==> config.mk <==
export PLATFORM = sky130hd
export DESIGN_NAME = ldpc_3gpp_dec_cnode_c2v_engine
export DESIGN_NICKNAME = d
export VERILOG_FILES = /design/src/rtl/ldpc_3gpp_dec_cnode_c2v_engine.sv
export SDC_FILE = /design/constraint.sdc
export NUM_CORES = 1
export LEC_CHECK = 0
export BUFFER_PORTS_ARGS = -buffer_cell sky130_fd_sc_hd__buf_2
export CAP_MARGIN = 20
export CORE_ASPECT_RATIO = 1.5
export CORE_UTILIZATION = 58
export DETAILED_ROUTE_END_ITERATION = 16
export HOLD_SLACK_MARGIN = 0.02
export PLACE_DENSITY = 0.92
export SYNTH_ARGS = -nofsm -noshare
export SYNTH_HDL_FRONTEND = slang
export SYNTH_SLANG_ARGS = --single-unit
==> constraint.sdc <==
create_clock -name iclk -period 3.24 [get_ports iclk]
set_clock_uncertainty 0.05 [all_clocks]
set_input_delay 0.648 -clock iclk [delete_from_list [all_inputs] [get_ports iclk]]
set_output_delay 0.648 -clock iclk [all_outputs]
set_load 0.01 [all_outputs]
==> src/rtl/ldpc_3gpp_dec_cnode_c2v_engine.sv <==
// Check-node c2v engine: expands a stored min-sum row summary (min1/min2/sign)
// into one signed c2v message per requested column, with a two-stage pipeline.
module ldpc_3gpp_dec_cnode_c2v_engine #(
    parameter int pLLR_W  = 4,
    parameter int pNODE_W = 5,
    parameter int pNORM   = 1
) (
    input  logic                      iclk,
    input  logic                      ireset,
    input  logic                      iclkena,
    input  logic                      iload,
    input  logic [pLLR_W-2:0]         imin1,
    input  logic [pLLR_W-2:0]         imin2,
    input  logic [pNODE_W-1:0]        imin1_col,
    input  logic                      isign_prod,
    input  logic [pNODE_W-1:0]        ideg,
    input  logic                      ival,
    input  logic [pNODE_W-1:0]        icol,
    input  logic                      ivn_sign,
    output logic                      ordy,
    output logic                      oval,
    output logic [pNODE_W-1:0]        ocol,
    output logic signed [pLLR_W-1:0]  oc2v,
    output logic                      odone,
    output logic                      oerr
);

    localparam int cMAG_W = pLLR_W - 1;

    typedef enum logic {IDLE, ACTIVE} state_t;

    state_t               state;
    logic [pNODE_W-1:0]   remain;
    logic [cMAG_W-1:0]    min1;
    logic [cMAG_W-1:0]    min2;
    logic [pNODE_W-1:0]   min1_col;
    logic                 sign_prod;

    logic                 s1_val;
    logic                 s1_sgn;
    logic                 s1_last;
    logic [cMAG_W-1:0]    s1_mag;
    logic [pNODE_W-1:0]   s1_col;

    logic                 accept;
    logic                 last_req;
    logic [cMAG_W-1:0]    nmag;
    logic [pLLR_W-1:0]    pmag;

    assign accept   = (state == ACTIVE) && ival;
    assign last_req = (remain == pNODE_W'(1));
    assign ordy     = (state == IDLE);

    // Requests outside ACTIVE and loads outside IDLE are protocol errors.
    always_ff @(posedge iclk or posedge ireset) begin
        if (ireset) begin
            state     <= IDLE;
            remain    <= '0;
            min1      <= '0;
            min2      <= '0;
            min1_col  <= '0;
            sign_prod <= 1'b0;
            oerr      <= 1'b0;
        end else if (iclkena) begin
            case (state)
                IDLE: begin
                    if (ival) begin
                        oerr <= 1'b1;
                    end
                    if (iload) begin
                        if (ideg == '0) begin
                            oerr <= 1'b1;
                        end else begin
                            min1      <= imin1;
                            min2      <= imin2;
                            min1_col  <= imin1_col;
                            sign_prod <= isign_prod;
                            remain    <= ideg;
                            state     <= ACTIVE;
                        end
                    end
                end
                ACTIVE: begin
                    if (iload) begin
                        oerr <= 1'b1;
                    end
                    if (ival) begin
                        remain <= remain - pNODE_W'(1);
                        if (last_req) begin
                            state <= IDLE;
                        end
                    end
                end
            endcase
        end
    end

    always_ff @(posedge iclk or posedge ireset) begin
        if (ireset) begin
            s1_val  <= 1'b0;
            s1_sgn  <= 1'b0;
            s1_last <= 1'b0;
            s1_mag  <= '0;
            s1_col  <= '0;
        end else if (iclkena) begin
            s1_val <= accept;
            if (accept) begin
                s1_mag  <= (icol == min1_col) ? min2 : min1;
                s1_sgn  <= sign_prod ^ ivn_sign;
                s1_col  <= icol;
                s1_last <= last_req;
            end
        end
    end

    // 0.75 scaling as mag - mag/4 keeps the result within the magnitude width.
    assign nmag = (pNORM == 0) ? s1_mag : s1_mag - (s1_mag >> 2);
    assign pmag = {1'b0, nmag};

    always_ff @(posedge iclk or posedge ireset) begin
        if (ireset) begin
            oval  <= 1'b0;
            odone <= 1'b0;
            ocol  <= '0;
            oc2v  <= '0;
        end else if (iclkena) begin
            oval  <= s1_val;
            odone <= s1_val & s1_last;
            if (s1_val) begin
                ocol <= s1_col;
                oc2v <= $signed(s1_sgn ? (-pmag) : pmag);
            end
        end
    end

endmodule

==> results of run 1 <==
[cell families (layout without fill, tap and decap cells)]
group,Yosys count,after routing,share of synthesized area [%]
simple gates,54,54,12.2
flops,41,41,52.8
fa+ha+maj,5,5,3.22
xor+xnor,8,8,3.61
compound gates,36,36,11.1
buf+inv,16,58,4.38
mux,19,19,12.6
[state kept, by name, summed over array words and instances (netlist names), 3 cells and up]
signal and flops:
s1_col 5, min2 3, min1_col 5, oc2v 4, min1 3, ocol 5
s1_mag 3, remain 5
[worst min path at each step]
stage	start	to	slack, ns	depth (start not counted)
final	ireset	oc2v[3]	0.39	3
after detailed placement	oc2v[1]	oc2v[1]	0.42	2
after CTS	ireset	oc2v[1]	0.42	3
after global placement	s1_col[4]	s1_col[4]	0.41	2
after global routing	ireset	s1_sgn	0.44	3
after floorplan	s1_col[0]	s1_col[0]	0.39	2
[routing by layer]
metal / vias to the layer above / GRT usage [%] / share of wire [%]
li1: 692 / - / -
met4: 0 / 13.4 / 2.4
met5: - / 0 / 0
met3: 11 / 7.08 / 4.4
met2: 39 / 39.9 / 51
met1: 672 / 26.1 / 42
[worst min-delay path, delay by kind of cell]
kind / cells / cell delay [ns]
buffers and inverters: 3 / 0.54
[metrics by stage]
step,hold slack (ns),area (µm²),utilization (%)
after floorplan,0.392,1940,-
after global placement,0.406,2150,68.0
after detailed placement,0.417,2150,68.0
after CTS,0.420,2240,70.8
after global routing,0.441,2240,70.8
final,0.389,2240,70.8
[synthesized netlist by cell type, drive strengths merged (2+ instances only)]
cell type / number
ha: 5
a21oi: 7
nor3: 2
clkbuf: 4
inv: 9
o21ai: 15
mux2i: 2
buf: 3
nor2: 10
dfrtp: 41
nand2b: 3
and3: 2
a31oi: 5
a22oi: 2
xnor2: 5
xor2: 3
nand3: 3
mux2: 17
nand2: 30
[layout make-up]
type / count / area (µm²) / share of cell area [%]
sequential: 41 / 1030 / 45.9
multi-input combinational: 122 / 832 / 37.2
timing repair buffer: 41 / 208 / 9.29
clock buffer: 5 / 68.8 / 3.08
tap: 40 / 50.0 / 2.24
inverter: 9 / 33.8 / 1.51
clock inverter: 3 / 17.5 / 0.783
[power groups by stage]
stage | clock network, mW | logic, mW | registers (mW)
global route | 0.357 | 0.807 | 0.908
floorplan | 0 | 0.547 | 0.861
CTS | 0.337 | 0.725 | 0.884
finish | 0.334 | 0.719 | 0.883
global placement | 0 | 0.679 | 0.876
detailed placement | 0 | 0.714 | 0.891
[placed cells by master (no fill, tap or decap), types with 2 or more instances in the layout]
cell,n
mux2_4,9
clkbuf_8,5
nor2_1,10
buf_2,40
nand2b_1,3
ha_1,5
a22oi_1,2
a31oi_1,5
clkinv_2,2
mux2i_1,2
inv_1,9
a21oi_1,7
dfrtp_1,41
nand2_1,30
xnor2_1,5
xor2_1,3
o21ai_0,15
mux2_2,8
and3_1,2
nand3_1,3
==> results.sh, run 1 <==
export IMPL_start_util_pct=61.5
export IMPL_r2r_setup_slack_ns=1.22
export IMPL_drtAntennaViolNets=0
export IMPL_hold_violations=0
export IMPL_drv_slew=0
export IMPL_async_reset_ff_share_pct=100
export IMPL_syn_area_per_cell_um2=10.9
export IMPL_grt_pass1_vias=1396
export IMPL_synth_seq_cells=41
export IMPL_crit_end="ordy"
export IMPL_netlist_area_leader_share_pct=52.8
export IMPL_gr_usage_all_layers_pct=23.5
export IMPL_timing_rr_end="min2[0]"
export IMPL_fp_dieH_um=72.9
export IMPL_synth_top_area_cell="dfrtp_1"
export IMPL_p_int_mw=1.25
export IMPL_cts_tree="done"
export IMPL_power_density_nw_per_um2=866
export IMPL_ctsResizeCount=0
export IMPL_drive_gt1_share_pct=31.2
export IMPL_rsz0062_at_grt="no"
export IMPL_grt_pass1_wl_mm=6.17
export IMPL_rows=25
export IMPL_synth_fp_nets=212
export IMPL_viasPerCell=5.42
export IMPL_synthCells=179
export IMPL_path_max_fanout=16
export IMPL_startpoint="state"
export IMPL_total_power_mw=1.94
export IMPL_crit_type="register to output pin"
export IMPL_path_delay_family="flip-flops"
export IMPL_cp_num_cells=2
export IMPL_setup_tns_ns=0
export IMPL_ys_types=34
export IMPL_reg2reg_from="state"
export IMPL_clk_pin_slew_ns=0.08
export IMPL_n_fill_cell=258
export IMPL_dp_cells=253
export IMPL_synthesis_area_um2=1940
export IMPL_period_share_pct=62.9
export IMPL_min_period_ns=2.04
export IMPL_place_ws_ns=1.03
export IMPL_syn_to_final_growth_pct=15.1
export IMPL_synth_area_leaders="dfrtp_1 (53%), mux2_4 (7.0%), nand2_1 (5.8%)"
export IMPL_hold_path_class="input pin to async pin"
export IMPL_numCtsBuffers=5
export IMPL_cts_max_level=2
export IMPL_critical_path_endpoint_type="output pin"
export IMPL_switchingPower_mw=0.690
export IMPL_cts_sinks=41
export IMPL_drv_cap=0
export IMPL_diodes=0
export IMPL_dp_hpwl_mm=2.67
export IMPL_irDropWorstVdd_uv=587
export IMPL_grt_max_degree=42
export IMPL_synth_edf_count=0
export IMPL_io_buffers=40
export IMPL_nets=253
export IMPL_startpoint_type="register"
export IMPL_arrival_ns=1.34
export IMPL_yosys_warnings=0
export IMPL_leakage_nw=1.12
export IMPL_vias=1414
export IMPL_pwr_share_seq_pct=45.6
export IMPL_clock_path_buffers=2
export IMPL_core_um2=3160
export IMPL_hold_buffers=0
export IMPL_crit_slowest_cell="dfrtp_1"
export IMPL_grt_overflow=0
export IMPL_relSlewSlack_pct=51.9
export IMPL_root_buffer="clkbuf_8"
export IMPL_setup_viol=0
export IMPL_drt_pass1_iter_count=4
export IMPL_synthFlopType="dfrtp_1"
export IMPL_wl_per_cell_um=14.2
export IMPL_worstRegToRegCells=3
export IMPL_max_slew_worst_pin_slew_ns=0.722
export IMPL_p_sw_share_pct=35.6
export IMPL_final_cells=261
export IMPL_postCtsSetupBuffers=0
export IMPL_p_comb_share_pct=37.1
export IMPL_fmax_mhz=490
export IMPL_cp_required_ns=2.54
export IMPL_drt_iter0_markers=19
export IMPL_status="finished clean"
export IMPL_antenna_found_initial=0
export IMPL_ios=41
export IMPL_wirelength_mm=3.70
export IMPL_routabilityCongestion=0.891
export IMPL_slowest_delay_ns=0.66
export IMPL_p_clk_share_pct=17.2
export IMPL_die_area_um2=3590
export IMPL_drc=0
export IMPL_critical_path_buf_inv_count=2
export IMPL_die_w_um=49.3
export IMPL_worstSkewPairLatency_ns=0.30
export IMPL_path_cells="inv_1, buf_2"
export IMPL_worst_slack_ns=1.20
export IMPL_yosysSeqAreaShare_pct=52.8
(Power assumes the default switching activity.)
==> inputs of run 2 (changes only) <==
- CORE_UTILIZATION: 58 -> 54
- PLACE_DENSITY: 0.92 -> 0.87
- clock period: 3.24 -> 2.1 ns (I/O delays scaled with it)
==> run 2 against run 1 <==
Against the previous run: flip-flop and latch count did not move; register-to-register slack worse by 0.84 ns; worst hold slack got worse by 0.20 ns; combinational power rose by 54%; first-iteration DRC count increased by 140%; clock power increased by 93%; routed wire length down 3.9%; critical path depth unchanged; highest routed layer unchanged; global-route usage fell by 2.1 points; total power rose by 61%; critical path type unchanged.
==> results.sh, run 2 (synthesized netlist as in run 1, its figures left out) <==
export IMPL_die_w_um=51.0
export IMPL_leakage_nw=1.14
export IMPL_p_int_mw=2.08
export IMPL_status="finished clean"
export IMPL_antenna_found_initial=0
export IMPL_worst_slack_ns=0.310
export IMPL_layout_common_cells="dfrtp_1 (41), buf_2 (40), nand2_1 (30)"
export IMPL_core_um2=3420
export IMPL_viasPerCell=5.45
export IMPL_reg2reg_from="state"
export IMPL_vias=1444
export IMPL_drc=0
export IMPL_r2r_setup_slack_ns=0.38
export IMPL_drv_slew=0
export IMPL_cts_max_level=2
export IMPL_grt_overflow=0
export IMPL_p_clk_share_pct=20.7
export IMPL_power_density_nw_per_um2=1360
export IMPL_irDropWorstVdd_uv=983
export IMPL_root_buffer="clkbuf_8"
export IMPL_crit_type="register to output pin"
export IMPL_arrival_ns=1.32
export IMPL_pwr_share_seq_pct=43.7
export IMPL_final_common_cell="dfrtp_1"
export IMPL_grt_pass1_wl_mm=6.00
export IMPL_drtAntennaViolNets=0
export IMPL_diodes=0
export IMPL_ctsResizeCount=0
export IMPL_worstSkewPairLatency_ns=0.29
export IMPL_drive_gt1_share_pct=31.4
export IMPL_ios=41
export IMPL_hold_path_class="input pin to async pin"
export IMPL_rows=26
export IMPL_postCtsSetupBuffers=0
export IMPL_drt_iter0_markers=45
export IMPL_total_power_mw=3.11
export IMPL_start_util_pct=56.9
export IMPL_drv_cap=0
export IMPL_p_comb_share_pct=35.6
export IMPL_grt_max_degree=42
export IMPL_fp_dieH_um=75.5
export IMPL_nets=255
export IMPL_relSlewSlack_pct=67.2
export IMPL_cp_required_ns=1.63
export IMPL_cts_sinks=41
export IMPL_wirelength_mm=3.55
export IMPL_hold_buffers=0
export IMPL_drt_pass1_iter_count=4
export IMPL_grt_pass1_vias=1386
export IMPL_rsz0062_at_grt="no"
export IMPL_startpoint_type="register"
export IMPL_clock_path_buffers=2
export IMPL_worstRegToRegCells=4
export IMPL_routabilityCongestion=0.844
export IMPL_dp_hpwl_mm=2.59
export IMPL_path_max_fanout=16
export IMPL_p_sw_share_pct=33.1
export IMPL_fmax_mhz=559
export IMPL_n_fill_cell=277
export IMPL_period_share_pct=85.3
export IMPL_timing_rr_end="min1_col[3]"
export IMPL_die_area_um2=3850
export IMPL_critical_path_endpoint_type="output pin"
export IMPL_max_slew_worst_pin_slew_ns=0.492
export IMPL_syn_to_final_growth_pct=17.5
export IMPL_wl_per_cell_um=13.4
export IMPL_setup_tns_ns=0
export IMPL_gr_usage_all_layers_pct=21.5
export IMPL_hold_violations=0
export IMPL_io_buffers=40
export IMPL_numCtsBuffers=5
export IMPL_place_ws_ns=0.409
export IMPL_clk_pin_slew_ns=0.07
export IMPL_min_period_ns=1.79
export IMPL_cts_tree="done"
export IMPL_setup_viol=0
export IMPL_switchingPower_mw=1.03
run 2: layout make-up:
type / count / area, µm² / share of cell area (%)
Sequential cell: 41 / 1030 / 44.9
Multi-Input combinational cell: 122 / 832 / 36.4
Timing Repair Buffer: 43 / 223 / 9.75
Clock buffer: 7 / 86.3 / 3.78
Tap cell: 42 / 52.6 / 2.30
Inverter: 9 / 33.8 / 1.48
Clock inverter: 1 / 30.0 / 1.32
run 2: worst max-delay path by stage:
stage                  from          end  cells after the start
CTS                   state         ordy                      2
detailed placement  ideg[1]  min1_col[1]                      6
global placement    ideg[2]    remain[1]                      5
global route          state         ordy                      2
finish                state         ordy                      2
floorplan           ideg[1]      min1[0]                      6
run 2: layer usage:
layer  global-route usage [%]  up-vias  wire (µm)
met5                        0        -          0
met4                     10.2        0         91
met3                     5.99        9        182
met2                     35.5       49       1740
met1                     25.9      690       1540
li1                         -      696          -
run 2: stage by stage:
step	util (%)	std cells	hold WS, ns	area (µm²)
2_1_floorplan	-	179	0.392	1940
3_3_place_gp	63.4	257	0.407	2170
3_5_place_dp	63.4	257	0.412	2170
4_1_cts	66.8	265	0.210	2280
5_1_grt	66.8	265	0.245	2280
6_report	66.8	265	0.190	2280
run 2: worst max-delay path, cell delays in order, from the launching register on:
cell,delay [ns]
dfrtp_1,0.65
inv_1,0.20
buf_2,0.18
run 2: power by group through the flow:
stage	Combinational, mW	Clock (mW)	Sequential (mW)
after floorplan	0.845	0	1.33
after global placement	1.05	0	1.35
after detailed placement	1.10	0	1.37
after CTS	1.12	0.661	1.36
after global routing	1.25	0.690	1.41
final	1.11	0.643	1.36
==> inputs of run 3 (changes only) <==
- CELL_PAD_IN_SITES_DETAIL_PLACEMENT: not set -> 0
- CELL_PAD_IN_SITES_GLOBAL_PLACEMENT: not set -> 2
- CORE_UTILIZATION: 54 -> 34
- PLACE_DENSITY: 0.87 -> 0.86
==> run 3 against run 2 <==
Against the previous run: combinational power about the same; utilization decreased by 25 points; fmax decreased by 1.9%; critical path depth unchanged; worst hold slack got worse by 0.0017 ns; non-clock buffer count unchanged; largest power group unchanged; setup slack got worse by 0.035 ns; register-to-register slack got worse by 0.03 ns; critical path type unchanged; design area increased by 0.88%; die area increased by 57%.
==> results.sh, run 3 (synthesized netlist as in run 1, its figures left out) <==
export IMPL_drtAntennaViolNets=0
export IMPL_cts_max_level=2
export IMPL_hold_path_class="input pin to async pin"
export IMPL_total_power_mw=3.00
export IMPL_io_buffers=40
export IMPL_setup_tns_ns=0
export IMPL_dp_hpwl_mm=2.73
export IMPL_ios=41
export IMPL_drt_pass1_iter_count=4
export IMPL_wl_per_cell_um=12.2
export IMPL_n_fill_cell=569
export IMPL_status="finished clean"
export IMPL_drv_cap=0
export IMPL_drt_iter0_markers=17
export IMPL_clk_pin_slew_ns=0.07
export IMPL_cts_tree="done"
export IMPL_relSlewSlack_pct=65.2
export IMPL_crit_slowest_cell="dfrtp_1"
export IMPL_critical_path_endpoint_type="output pin"
export IMPL_clock_path_buffers=2
export IMPL_syn_to_final_growth_pct=18.5
export IMPL_grt_pass1_wl_mm=6.33
export IMPL_irDropWorstVdd_uv=678
export IMPL_drv_slew=0
export IMPL_critical_path_buf_inv_count=2
export IMPL_rsz0062_at_grt="no"
export IMPL_die_w_um=63.7
export IMPL_startpoint="state"
export IMPL_fp_dieH_um=94.6
export IMPL_hold_buffers=0
export IMPL_routabilityCongestion=0.798
export IMPL_core_um2=5490
export IMPL_leakage_nw=1.14
export IMPL_worstSkewPairLatency_ns=0.29
export IMPL_layout_common_cells="dfrtp_1 (41), buf_2 (40), nand2_1 (30)"
export IMPL_hold_violations=0
export IMPL_path_cells="inv_1, buf_2"
export IMPL_nets=255
export IMPL_viasPerCell=4.74
export IMPL_fmax_mhz=548
export IMPL_power_density_nw_per_um2=1300
export IMPL_gr_usage_all_layers_pct=13.7
export IMPL_max_slew_worst_pin_slew_ns=0.522
export IMPL_ctsResizeCount=0
export IMPL_slowest_delay_ns=0.66
export IMPL_min_period_ns=1.83
export IMPL_vias=1390
export IMPL_diodes=0
export IMPL_drc=0
export IMPL_period_share_pct=86.9
export IMPL_antenna_found_initial=0
export IMPL_cp_required_ns=1.63
export IMPL_grt_overflow=0
export IMPL_wirelength_mm=3.57
export IMPL_start_util_pct=35.4
export IMPL_final_common_cell="dfrtp_1"
export IMPL_grt_max_degree=42
export IMPL_drive_gt1_share_pct=31.8
export IMPL_path_delay_family="flip-flops"
export IMPL_path_max_fanout=16
export IMPL_timing_hold_ws_ns=0.188
export IMPL_arrival_ns=1.36
export IMPL_root_buffer="clkbuf_8"
export IMPL_crit_type="register to output pin"
export IMPL_cts_sinks=41
export IMPL_reg2reg_from="state"
export IMPL_rows=33
export IMPL_startpoint_type="register"
export IMPL_setup_viol=0
export IMPL_postCtsSetupBuffers=0
export IMPL_numCtsBuffers=5
export IMPL_grt_pass1_vias=1407
export IMPL_die_area_um2=6030
==> run 3: cell count changes in the layout (fill, tap and decap cells not counted), sizes merged <==
cell    previous run  this run
bufinv             1         0
clkinv             0         1
==> run 3: worst paths after layout <==
check | endpoint | slack (ns) | cells past startpoint
worst min register to register | s1_col[1] | 0.43 | 2
worst min-delay path | oval | 0.19 | 3
max in group asynchronous | oerr | 1.44 | 3
worst max register to register | min2[0] | 0.35 | 4
min in group iclk | s1_col[0] | 0.30 | 3
worst max-delay path | ordy | 0.27 | 2
==> run 3: final cells by class <==
type	instances	area [µm²]	share of cell area [%]
clock buffers	7	96.3	4.18
clock inverters	1	5.00	0.217
inverters	9	33.8	1.47
multi-input cells	122	832	36.1
flip-flops and latches	41	1030	44.5
well taps	70	87.6	3.80
repair buffers	43	223	9.67
==> run 3: per-stage QoR <==
stage / instance area (µm²) / setup WS (ns) / utilization (%) / instances
after detailed placement: 2200 / 0.347 / 40.1 / 285
after floorplan: 1940 / 0.561 / - / 179
after global routing: 2300 / 0.220 / 41.9 / 293
after CTS: 2300 / 0.288 / 41.9 / 293
final: 2300 / 0.275 / 41.9 / 293
after global placement: 2200 / 0.362 / 40.1 / 285
==> run 3: worst register-to-register path, stage by stage, from the launching register on <==
cell	delay [ns]
dfrtp_1	0.57
a21oi_1	0.24
and3_1	0.19
buf_4	0.23
mux2_2	0.36
==> run 3: where the power goes <==
part	total, mW	switching, mW	internal [mW]
Combinational	1.09	0.509	0.577
Sequential	1.35	0.237	1.12
Clock	0.557	0.260	0.297
==> run 3: per-layer routing <==
metal / up-vias / track usage (%) / part of all wire, %
met4: 0 / 6.25 / 2.5
met3: 8 / 4.35 / 5.2
met1: 655 / 15.8 / 44
met2: 32 / 23.1 / 48
li1: 695 / - / -
met5: - / 0 / 0
